**config.mk**
```make
export PLATFORM = sky130hd
export DESIGN_NAME = dice_roller_flat
export DESIGN_NICKNAME = d
export VERILOG_FILES = /design/src/rtl/dice_roller_if.sv /design/src/rtl/dice_roller.sv /design/src/flat_wrapper.sv
export SDC_FILE = /design/constraint.sdc
export NUM_CORES = 1
export LEC_CHECK = 0
export BUFFER_PORTS_ARGS = -buffer_cell sky130_fd_sc_hd__buf_2
export CAP_MARGIN = 20
export CORE_MARGIN = 2
export CORE_UTILIZATION = 56
export DETAILED_ROUTE_END_ITERATION = 16
export GPL_TIMING_DRIVEN = 0
export MAX_ROUTING_LAYER = met4
export PLACE_DENSITY_LB_ADDON = 0.15
export SLEW_MARGIN = 20
export SYNTH_ARGS = -nofsm -noshare
export SYNTH_HDL_FRONTEND = slang
export SYNTH_SLANG_ARGS = --single-unit
```
**constraint.sdc**
```tcl
create_clock -name CLK -period 2.84 [get_ports CLK]
set_input_delay 0.426 -clock CLK [delete_from_list [all_inputs] [get_ports CLK]]
set_output_delay 0.426 -clock CLK [all_outputs]
set_load 0.1 [all_outputs]
```
**src/rtl/dice_roller_if.sv**
```systemverilog
// Button/display bundle between the debounced roll button and the pip-LED panel.
interface dice_roller_if #(
  parameter int DICE = 2
);
  logic                BTN;
  logic [3*DICE-1:0]   VAL;
  logic [7*DICE-1:0]   LED;
  logic                BUSY;
  logic                DONE;
  logic [7:0]          SUM;

  modport master (output BTN, input VAL, LED, BUSY, DONE, SUM);
  modport slave  (input BTN, output VAL, LED, BUSY, DONE, SUM);
endinterface

```
**src/rtl/dice_roller.sv**
```systemverilog
// Multi-die odometer roller with geometric slow-down after release.
// Optional face-sum output enabled by defining DICE_SUM_EN.
module dice_roller #(
  parameter int DICE       = 2,
  parameter int PRESC      = 4,
  parameter int SLOW_STEPS = 4
) (
  input  logic          CLK,
  input  logic          RST,
  dice_roller_if.slave  bus
);

  localparam int unsigned MAXT = PRESC * (1 << (SLOW_STEPS - 1));
  localparam int unsigned CW   = $clog2(MAXT + 1);

  typedef enum logic [1:0] {S_IDLE, S_ROLL, S_SLOW, S_SHOW} state_t;

  state_t              r_state;
  logic [3*DICE-1:0]   r_val;
  logic [7*DICE-1:0]   r_led;
  logic                r_busy;
  logic                r_done;
  logic [CW-1:0]       r_cnt;
  logic [2:0]          r_step;

  logic [3*DICE-1:0]   w_adv;
  logic                w_carry;
  logic [3*DICE-1:0]   w_val_nxt;
  logic [7*DICE-1:0]   w_led_nxt;
  logic [CW-1:0]       w_target;
  logic                w_tick;
  logic                w_last;

  function automatic logic [6:0] f_pips(input logic [2:0] v);
    case (v)
      3'd1:    f_pips = 7'b0001000;
      3'd2:    f_pips = 7'b0100010;
      3'd3:    f_pips = 7'b0101010;
      3'd4:    f_pips = 7'b1100011;
      3'd5:    f_pips = 7'b1101011;
      3'd6:    f_pips = 7'b1110111;
      default: f_pips = 7'b0000000;
    endcase
  endfunction

  assign w_target = CW'(PRESC) << r_step;
  assign w_tick   = (r_state == S_SLOW) && ((r_cnt + 1'b1) == w_target);
  assign w_last   = (r_step == 3'(SLOW_STEPS - 1));

  // Ripple the +1 up the chain; the carry out of the top die is dropped.
  always_comb begin
    w_adv   = r_val;
    w_carry = 1'b1;
    for (int unsigned k = 0; k < DICE; k++) begin
      if (w_carry) begin
        if (r_val[3*k +: 3] == 3'd6) begin
          w_adv[3*k +: 3] = 3'd1;
        end else begin
          w_adv[3*k +: 3] = r_val[3*k +: 3] + 3'd1;
          w_carry         = 1'b0;
        end
      end
    end
  end

  // Next value is shared by VAL, LED and SUM so all three land on the same edge.
  always_comb begin
    w_val_nxt = r_val;
    if (r_state == S_IDLE && bus.BTN) begin
      for (int unsigned k = 0; k < DICE; k++) w_val_nxt[3*k +: 3] = 3'd1;
    end else if (r_state == S_ROLL || w_tick) begin
      w_val_nxt = w_adv;
    end
  end

  always_comb begin
    w_led_nxt = '0;
    for (int unsigned k = 0; k < DICE; k++) w_led_nxt[7*k +: 7] = f_pips(w_val_nxt[3*k +: 3]);
  end

  always_ff @(posedge CLK or posedge RST) begin
    if (RST) begin
      r_state <= S_IDLE;
      r_val   <= '0;
      r_led   <= '0;
      r_busy  <= 1'b0;
      r_done  <= 1'b0;
      r_cnt   <= '0;
      r_step  <= '0;
    end else begin
      r_val  <= w_val_nxt;
      r_led  <= w_led_nxt;
      r_done <= 1'b0;
      case (r_state)
        S_IDLE: begin
          if (bus.BTN) begin
            r_state <= S_ROLL;
            r_busy  <= 1'b1;
          end
        end
        S_ROLL: begin
          if (!bus.BTN) begin
            r_state <= S_SLOW;
            r_cnt   <= '0;
            r_step  <= '0;
          end
        end
        S_SLOW: begin
          if (w_tick) begin
            r_cnt  <= '0;
            r_step <= r_step + 3'd1;
            if (w_last) begin
              r_state <= S_SHOW;
              r_busy  <= 1'b0;
              r_done  <= 1'b1;
            end
          end else begin
            r_cnt <= r_cnt + 1'b1;
          end
        end
        S_SHOW: begin
          if (bus.BTN) begin
            r_state <= S_ROLL;
            r_busy  <= 1'b1;
          end
        end
        default: r_state <= S_IDLE;
      endcase
    end
  end

`ifdef DICE_SUM_EN
  logic [7:0] w_sum;
  logic [7:0] r_sum;

  always_comb begin
    w_sum = '0;
    for (int unsigned k = 0; k < DICE; k++) w_sum = w_sum + 8'(w_val_nxt[3*k +: 3]);
  end

  always_ff @(posedge CLK or posedge RST) begin
    if (RST) begin
      r_sum <= '0;
    end else if (w_tick && w_last) begin
      r_sum <= w_sum;
    end
  end

  assign bus.SUM = r_sum;
`else
  assign bus.SUM = '0;
`endif

  assign bus.VAL  = r_val;
  assign bus.LED  = r_led;
  assign bus.BUSY = r_busy;
  assign bus.DONE = r_done;

endmodule

```
**src/flat_wrapper.sv**
```systemverilog
// flat-port wrapper written by rule: the top's interface ports become plain ports
module dice_roller_flat 
#(
  parameter int DICE       = 2,
  parameter int PRESC      = 4,
  parameter int SLOW_STEPS = 4
)
  (CLK, RST, bus_BTN, bus_VAL, bus_LED, bus_BUSY, bus_DONE, bus_SUM);
  dice_roller_if #(.DICE(DICE)) bus_i ();
  input  logic CLK;
  input  logic RST;
  input wire logic [$bits(bus_i.BTN)-1:0] bus_BTN;
  output wire logic [$bits(bus_i.VAL)-1:0] bus_VAL;
  output wire logic [$bits(bus_i.LED)-1:0] bus_LED;
  output wire logic [$bits(bus_i.BUSY)-1:0] bus_BUSY;
  output wire logic [$bits(bus_i.DONE)-1:0] bus_DONE;
  output wire logic [$bits(bus_i.SUM)-1:0] bus_SUM;
  assign bus_i.BTN = bus_BTN;
  assign bus_VAL = bus_i.VAL;
  assign bus_LED = bus_i.LED;
  assign bus_BUSY = bus_i.BUSY;
  assign bus_DONE = bus_i.DONE;
  assign bus_SUM = bus_i.SUM;
  dice_roller #(.DICE(DICE), .PRESC(PRESC), .SLOW_STEPS(SLOW_STEPS)) u_core (.CLK(CLK), .RST(RST), .bus(bus_i));
endmodule
```
==> flow_metrics.env, run 1 <==
export IMPL_vias=1637
export IMPL_finalSetupViolCount=0
export IMPL_cp_data_required_time_ns=3.05
export IMPL_finalCriticalPeriod_ns=2.73
export IMPL_ys_seq_elements=27
export IMPL_final_common_cell="buf_2"
export IMPL_port_buffers=24
export IMPL_worstRegToRegCells=9
export IMPL_cts_buffer_depth=2
export IMPL_status="finished, final reports clean"
export IMPL_placed_area_um2=2200
export IMPL_area_growth_pct=17.0
export IMPL_synth_cell_types=58
export IMPL_row_count=21
export IMPL_drt_pass1_iterations=4
export IMPL_die_w_um=63.7
export IMPL_layout_drive_gt1_share_pct=28.4
export IMPL_synth_area_leaders="dfrtp_1 34%, ha_1 6.9%, buf_4 5.3%"
export IMPL_via_per_inst=5.53
export IMPL_fin_worst_skew_ns=0.00455
export IMPL_num_antenna_cells=0
export IMPL_cts_clk_slew_worst_paths_ns=0.16
export IMPL_grt_pass1_vias=1502
export IMPL_core_area_um2=3390
export IMPL_reg2reg_setup_slack_ns=0.11
export IMPL_fin_area_um2=2330
export IMPL_syn_inst=209
export IMPL_maxCapViolations=0
export IMPL_cts_tree="yes"
export IMPL_ctsHtreeMaxLevel=1
export IMPL_cts_root_buf="clkbuf_4"
export IMPL_regToRegStartpoint="u_core.r_step[1]"
export IMPL_max_slew_margin_rel_pct=59.8
export IMPL_gp_congestion=0.937
export IMPL_setup_slack_ns=0.106
export IMPL_pre_cts_ws_ns=0.139
export IMPL_synth_async_reset_ratio_pct=100
export IMPL_synth_edf_count=0
export IMPL_yosys_warnings=0
export IMPL_worst_pin_slew_ns=0.603
export IMPL_wl_per_cell_um=14.3
export IMPL_ant_nets=0
export IMPL_critPathMaxFanout=5
export IMPL_synth_area_leader_cell="dfrtp_1"
export IMPL_start_util_pct=58.9
export IMPL_nets=265
export IMPL_drv_slew=0
export IMPL_cp_arrival_ns=2.94
export IMPL_synth_seq_area_share_pct=33.9
export IMPL_synth_area_per_cell_um2=9.55
export IMPL_hold_viol_final=0
export IMPL_layout_common_cells="27 x buf_2, 26 x dfrtp_1, 18 x buf_4"
export IMPL_grt_max_degree=28
export IMPL_io_pins=33
export IMPL_grt_pass1_wl_mm=7.16
export IMPL_fmax_ghz=0.366
export IMPL_grtUsageTotal_pct=22.9
export IMPL_hpwl_mm=2.92
export IMPL_numCtsBuffers=3
export IMPL_die_y_um=63.7
export IMPL_synth_ff_type="dfrtp_1"
export IMPL_r2r_end="u_core.r_state[1]"
export IMPL_syn_cell_area_um2=2000
export IMPL_detailedRoute_firstIterationViolations=90
export IMPL_antenna_found_initial=0
export IMPL_final_util_pct=68.9
export IMPL_grt_ovfl_total=0
export IMPL_drc=0
export IMPL_routed_wirelength_mm=4.23
export IMPL_clock_sinks=27
export IMPL_hold_path_class="input port to async pin"
export IMPL_synth_top_cell_area_share_pct=33.9
export IMPL_die_area_um2=4060
export IMPL_clkLatencyLatePin_ns=0.34
export IMPL_critPathKind="flip-flop to flip-flop"
export IMPL_finalCritPeriodShare_pct=96.3
export IMPL_end_kind="flip-flop"
export IMPL_crit_path_start_kind="flip-flop"
cells in the mapped netlist, types with 2 or more instances:
cell	instances
o31ai_1	3
buf_6	2
buf_4	14
nor2_1	9
nor3_1	2
a2111oi_0	2
xnor2_2	2
xnor2_1	2
o21ai_1	6
nand2b_1	4
ha_1	11
nand2_1	15
xnor3_1	2
mux2i_1	7
xor2_1	2
a22o_1	3
a21oi_1	14
clkbuf_1	7
and3_1	2
buf_2	3
and3_4	2
inv_1	15
nand4_1	3
dfrtp_1	27
nand3_1	5
o311ai_1	3
a31oi_1	7
inv_2	2
o21ai_0	4
critical path: stages (launching register included):
cell	delay, ns
dfrtp_1	0.45
ha_1	0.21
ha_1	0.24
xor2_2	0.22
nor3b_4	0.26
o211ai_4	0.14
or4_4	0.54
buf_6	0.15
a2111oi_4	0.33
a311oi_1	0.07
layout make-up:
class,instances,area [um^2]
plain buffers,27,173
flip-flops and latches,27,677
clock inverters,1,7.51
multi-input cells,145,1150
well taps,46,57.6
repair buffers,30,188
clock buffers,3,22.5
inverters,17,63.8
fillers,263,1050
registers in the layout, summed over array words and instances, names as in the netlist:
name,cells
u_core.bus.BUSY,1
u_core.bus.DONE,1
u_core.bus.LED,8
u_core.bus.VAL,6
u_core.r_cnt,6
u_core.r_state,2
u_core.r_step,3
cells by family after synthesis:
family / share of synthesized area [%]
and+or+nand+nor: 14.9
muxes: 3.51
AOI/OAI and AO/OA: 23.1
other: 0.188
buffers and inverters: 11.8
xor gates and xnor gates: 5.64
adders and majority gates: 6.90
DFF: 33.9
metal layers:
metal  routed length (um)  up-vias  track usage, %  part of all wire (%)
li1                     -      806               -                     -
met1                 2050      777            32.8                    48
met2                 1920       49            35.1                    45
met3                  222        5            2.14                   5.2
met4                   38        0            5.71                  0.90
met5                    0        -               -                     0
metrics by stage:
stage	hold WS [ns]	TNS (ns)	std cells
finish	0.525	0	296
global route	0.524	-0.0440	296
CTS	0.343	0	290
detailed placement	0.552	0	286
global placement	0.544	0	286
floorplan	0.479	0	216
worst max path at each step:
stage	start	end	slack, ns	depth (start not counted)
after global placement	u_core.r_step[0]	u_core.r_state[1]	0.14	9
after CTS	u_core.r_step[0]	u_core.r_state[1]	0.09	9
after detailed placement	u_core.r_step[0]	u_core.r_state[1]	0.14	9
after global routing	u_core.r_step[1]	u_core.bus.LED[7]	-0.02	9
after floorplan	u_core.r_step[0]	u_core.r_state[1]	0.33	9
final	u_core.r_step[1]	u_core.r_state[1]	0.11	9
timing repair:
action / in CTS / in global routing
endpoints found under the hold margin: 0 / 8
hold buffers: 0 / 1
gates resized for setup: 0 / 6
buffers inserted: 0 / 4
endpoints found under the setup margin: 0 / 5
Power of run 1 is not shown: default switching activity piles up to over one toggle a cycle in this logic, so the estimate is an artifact.
==> run 2: changes to the inputs <==
--- a/config.mk
+++ b/config.mk
@@ -5,10 +5,11 @@
 export SDC_FILE = /design/constraint.sdc
 export NUM_CORES = 1
 export LEC_CHECK = 0
+export ABC_AREA = 1
 export BUFFER_PORTS_ARGS = -buffer_cell sky130_fd_sc_hd__buf_2
 export CAP_MARGIN = 20
 export CORE_MARGIN = 2
-export CORE_UTILIZATION = 56
+export CORE_UTILIZATION = 55
 export DETAILED_ROUTE_END_ITERATION = 16
 export GPL_TIMING_DRIVEN = 0
 export MAX_ROUTING_LAYER = met4
==> flow_metrics.env, run 2 <==
export IMPL_layout_common_cells="36 x nand2_1, 33 x inv_1, 27 x dfrtp_1"
export IMPL_hold_buffers=0
export IMPL_finalCriticalPeriod_ns=2.07
export IMPL_wl_per_cell_um=10.4
export IMPL_grt_setup_unrepaired="no"
export IMPL_antenna_found_initial=0
export IMPL_synth_async_reset_ratio_pct=100
export IMPL_die_y_um=60.5
export IMPL_placed_area_um2=1960
export IMPL_start_util_pct=57.6
export IMPL_synth_area_per_cell_um2=8.18
export IMPL_routed_wirelength_mm=3.05
export IMPL_die_w_um=60.5
export IMPL_cts_resized=0
export IMPL_cp_arrival_ns=2.33
export IMPL_fin_tns_setup_ns=0
export IMPL_hpwl_mm=2.40
export IMPL_syn_cell_area_um2=1760
export IMPL_ys_seq_elements=27
export IMPL_io_pins=33
export IMPL_synth_seq_area_share_pct=38.4
export IMPL_max_slew_margin_rel_pct=63.3
export IMPL_numCtsBuffers=3
export IMPL_clkLatencyLatePin_ns=0.33
export IMPL_nets=265
export IMPL_fin_worst_skew_ns=0.00413
export IMPL_cts_buffer_depth=2
export IMPL_synth_area_leader_cell="dfrtp_1"
export IMPL_gp_congestion=0.813
export IMPL_core_area_um2=3050
export IMPL_routed_top_layer="met4"
export IMPL_largest_reg_flops=8
export IMPL_synth_top_cell_area_share_pct=38.4
export IMPL_fin_area_um2=1990
export IMPL_hold_path_class="input port to async pin"
export IMPL_syn_inst=215
export IMPL_dr_wl_met3_um=116
export IMPL_num_antenna_cells=0
export IMPL_synth_ff_type="dfrtp_1"
export IMPL_hold_viol_final=0
export IMPL_crit_path_start_kind="flip-flop"
export IMPL_synth_cell_types=30
export IMPL_grt_max_degree=28
export IMPL_synth_most_common_cell="nand2_1"
export IMPL_final_common_cell="nand2_1"
export IMPL_synthTopCellsByCount="36 x nand2_1, 34 x inv_1, 27 x dfrtp_1"
export IMPL_finalCritPeriodShare_pct=73.0
export IMPL_area_growth_pct=13.2
export IMPL_cts_setup_buffers=0
export IMPL_fmax_ghz=0.482
export IMPL_maxCapViolations=0
export IMPL_detailedRoute_firstIterationViolations=71
export IMPL_port_buffers=24
export IMPL_cp_data_required_time_ns=3.10
export IMPL_cts_tree="yes"
export IMPL_row_count=20
export IMPL_cts_clk_slew_worst_paths_ns=0.15
export IMPL_drv_slew=0
export IMPL_vias=1394
export IMPL_die_area_um2=3660
export IMPL_ctsHtreeMaxLevel=1
export IMPL_synth_area_leaders="dfrtp_1 38%, ha_1 7.8%, nand2_1 7.7%"
export IMPL_end_kind="flip-flop"
export IMPL_status="finished, final reports clean"
export IMPL_cts_root_buf="clkbuf_4"
export IMPL_yosys_warnings=0
export IMPL_finalSetupViolCount=0
export IMPL_worst_pin_slew_ns=0.550
export IMPL_grtUsageTotal_pct=19.1
export IMPL_grt_pass1_vias=1175
export IMPL_critPathKind="flip-flop to flip-flop"
export IMPL_layout_drive_gt1_share_pct=30.0
export IMPL_route_met2_wl_mm=1.44
export IMPL_clock_sinks=27
export IMPL_drt_pass1_iterations=4
export IMPL_grt_pass1_wl_mm=5.05
export IMPL_wl_met1_mm=1.46
export IMPL_grt_ovfl_total=0
export IMPL_synth_edf_count=0
export IMPL_critPathMaxFanout=6
export IMPL_ant_nets=0
export IMPL_via_per_inst=4.74
export IMPL_drc=0
run 2: cell count changes after synthesis, moves of 4 or more:
cell	delta
o21ai_1	-6
clkbuf_1	-6
nand3_1	+18
nand3_2	+4
mux2i_1	-7
a21oi_1	-12
nand2b_1	-4
inv_1	+19
nor2_2	+4
nand2_2	+13
a31oi_1	-7
nand2_1	+21
o21ai_0	+9
run 2: through the flow:
stage	std cells	setup WS, ns	util, %	hold WS, ns
after detailed placement	290	0.777	64.2	0.493
after CTS	294	0.752	65.2	0.335
after global routing	294	0.572	65.2	0.163
final	294	0.766	65.2	0.110
after global placement	290	0.803	64.2	0.496
after floorplan	222	0.792	-	0.475
run 2: path summary, 6_finish.rpt:
path	startpoint	end	cells past startpoint	slack (ns)
max	u_core.r_cnt[0]	u_core.r_state[1]	12	0.77
min	RST	u_core.bus.LED[5]	2	0.11
max reg2reg	u_core.r_cnt[0]	u_core.r_state[1]	12	0.77
min reg2reg	u_core.bus.BUSY	u_core.bus.BUSY	2	0.52
max in group asynchronous	RST	u_core.r_cnt[3]	2	2.37
min in group CLK	bus_BTN	u_core.r_step[1]	3	0.47
run 2: cells by family after synthesis:
| group | Yosys count | synth area share [%] |
|---|---|---|
| XOR/XNOR | 2 | 0.997 |
| adder cells (fa/ha/maj) | 11 | 7.83 |
| flip-flops | 27 | 38.4 |
| AND/OR/NAND/NOR | 97 | 29.3 |
| buffers and inverters | 53 | 14.9 |
| other | 1 | 0.213 |
| AO/OA/AOI/OAI | 24 | 8.26 |
run 2: critical path, cell delays in order (launching register included):
cell	delay [ns]
dfrtp_1	0.48
ha_1	0.31
nand3_1	0.13
nand2_1	0.08
nand3_1	0.10
nand3_2	0.09
nor2_4	0.15
nand2_1	0.08
nand2_2	0.13
o211ai_1	0.15
nor2_2	0.17
nand2_1	0.06
o21ai_0	0.08
run 2: final cells by class:
| type | count | area, um^2 |
|---|---|---|
| inverters | 37 | 143 |
| fillers | 296 | 1060 |
| plain buffers | 16 | 120 |
| flip-flops and latches | 27 | 676 |
| multi-input cells | 142 | 846 |
| repair buffers | 24 | 120 |
| well taps | 44 | 55.1 |
| clock buffers | 3 | 22.5 |
| clock inverters | 1 | 7.51 |
run 2: metal layers:
layer	up-vias	global-route usage (%)
li1	737	-
met1	622	24.5
met2	29	31.1
met3	6	1.92
met4	0	7.45
met5	-	-
Power of run 2 is left out for the same reason.
==> run 3: changes to the inputs <==
==> constraint.sdc (replaced) <==
create_clock -name CLK -period 2.02 [get_ports CLK]
set_input_delay 0.303 -clock CLK [delete_from_list [all_inputs] [get_ports CLK]]
set_output_delay 0.303 -clock CLK [all_outputs]
set_load 0.1 [all_outputs]
==> flow_metrics.env, run 3 (same netlist as run 2, synthesis figures left out) <==
export IMPL_grt_max_degree=28
export IMPL_ctsHtreeMaxLevel=1
export IMPL_area_growth_pct=18.2
export IMPL_critical_path_most_common_cell="nand2_1"
export IMPL_clkLatencyLatePin_ns=0.33
export IMPL_fin_worst_skew_ns=0.00208
export IMPL_path_delay_family="simple AND/OR/NAND/NOR gates"
export IMPL_end_kind="flip-flop"
export IMPL_cp_arrival_ns=2.17
export IMPL_grt_setup_unrepaired="yes"
export IMPL_vias=1444
export IMPL_max_slew_margin_rel_pct=62.8
export IMPL_core_area_um2=3050
export IMPL_worst_pin_slew_ns=0.557
export IMPL_via_per_inst=4.83
export IMPL_status="finished, violations left"
export IMPL_grt_pass1_vias=1171
export IMPL_nFillCells=291
export IMPL_fin_hold_ws_ns=-0.00105
export IMPL_io_pins=33
export IMPL_layout_common_cells="34 x nand2_1, 29 x inv_1, 24 x buf_2"
export IMPL_gp_congestion=0.798
export IMPL_cts_buffer_depth=2
export IMPL_die_area_um2=3660
export IMPL_routed_wirelength_mm=3.19
export IMPL_cts_clk_slew_worst_paths_ns=0.14
export IMPL_numCtsBuffers=3
export IMPL_seqCellArea_um2=681
export IMPL_grtUsageTotal_pct=19.1
export IMPL_largest_reg_flops=8
export IMPL_die_y_um=60.5
export IMPL_final_util_pct=68.1
export IMPL_finalCritPeriodShare_pct=95.7
export IMPL_setup_slack_ns=0.0860
export IMPL_finalCriticalPeriod_ns=1.93
export IMPL_final_common_cell="nand2_1"
export IMPL_drc=0
export IMPL_hpwl_mm=2.40
export IMPL_nets=270
export IMPL_num_antenna_cells=0
export IMPL_ant_nets=0
export IMPL_finalSetupViolCount=0
export IMPL_layout_drive_gt1_share_pct=37.6
export IMPL_detailedRoute_firstIterationViolations=74
export IMPL_path_cells="inv_2, ha_4, inv_2, nor2_1, nand3_1, nand2_1, nand3_2, nor2_4, nand3_4, nand2_4, nand2_2, nand2_1, nand3_1, nand2_2, nand2_1"
export IMPL_critPathMaxFanout=7
export IMPL_crit_path_start_kind="flip-flop"
export IMPL_start_util_pct=57.6
export IMPL_violations="hold timing"
export IMPL_cp_num_buf_inv=2
export IMPL_crit_slowest_cell="dfrtp_2"
export IMPL_row_count=20
export IMPL_pre_cts_ws_ns=-0.0666
export IMPL_clock_sinks=27
export IMPL_die_w_um=60.5
export IMPL_wl_per_cell_um=10.7
export IMPL_cts_tree="yes"
export IMPL_maxCapViolations=0
export IMPL_cp_data_required_time_ns=2.26
export IMPL_cts_root_buf="clkbuf_4"
export IMPL_multi_input_area_um2=893
export IMPL_critPathKind="flip-flop to flip-flop"
export IMPL_hold_viol_final=4
export IMPL_grt_pass1_wl_mm=5.01
export IMPL_hold_path_class="input port to async pin"
export IMPL_antenna_found_initial=0
export IMPL_cp_depth=15
export IMPL_drv_slew=0
export IMPL_slowest_delay_ns=0.47
export IMPL_drt_pass1_iterations=5
export IMPL_worstRegToRegCells=15
export IMPL_grt_ovfl_total=0
export IMPL_fmax_ghz=0.517
export IMPL_port_buffers=24
run 3: final cells by class:
class | instances | share of cell area [%]
plain buffers | 16 | 5.84
clock buffers | 3 | 1.08
clock inverters | 1 | 0.241
inverters | 37 | 6.86
multi-input cells | 142 | 43.0
flip-flops and latches | 27 | 32.8
well taps | 44 | 2.65
repair buffers | 29 | 7.59
run 3: layer usage:
metal	vias to the layer above	share of wire (%)	track usage [%]
li1	745	-	-
met3	5	3.6	2.56
met4	0	1.3	6.21
met1	661	48	26.1
met5	-	0	-
met2	33	47	29.5
run 3: repair_timing:
item | 4_1_cts | 5_1_grt
setup buffers | 0 | 5
gates cloned | 0 | 0
gates resized for setup | 3 | 16
setup endpoints to repair | 9 | 17
pin swaps | 0 | 8
hold buffers | 0 | 0
run 3: path summary, 6_finish.rpt:
path,endpoint,from,slack [ns]
worst max-delay path,u_core.bus.LED[5],u_core.r_step[0],0.09
worst max register to register,u_core.bus.LED[5],u_core.r_step[0],0.09
worst min-delay path,u_core.bus.VAL[1],RST,-0.001
max in group asynchronous,u_core.r_cnt[1],RST,1.63
min in group CLK,u_core.r_step[1],bus_BTN,0.34
worst min register to register,u_core.bus.BUSY,u_core.bus.BUSY,0.54
run 3: worst register-to-register path: cells and delay by family, from the launching register on:
family / cells / cell delay, ns
DFF: 1 / 0.47
buffers and inverters: 2 / 0.12
adders and majority gates: 1 / 0.13
and+or+nand+nor: 12 / 1.14
run 3: stage by stage:
step / setup TNS (ns) / std cells / instance area (um^2)
6_report: 0 / 299 / 2080
3_5_place_dp: -0.225 / 290 / 1960
2_1_floorplan: 0 / 222 / 1790
4_1_cts: 0 / 294 / 1990
3_3_place_gp: -0.0730 / 290 / 1960
5_1_grt: -0.424 / 299 / 2080
Power of run 3 is left out for the same reason.
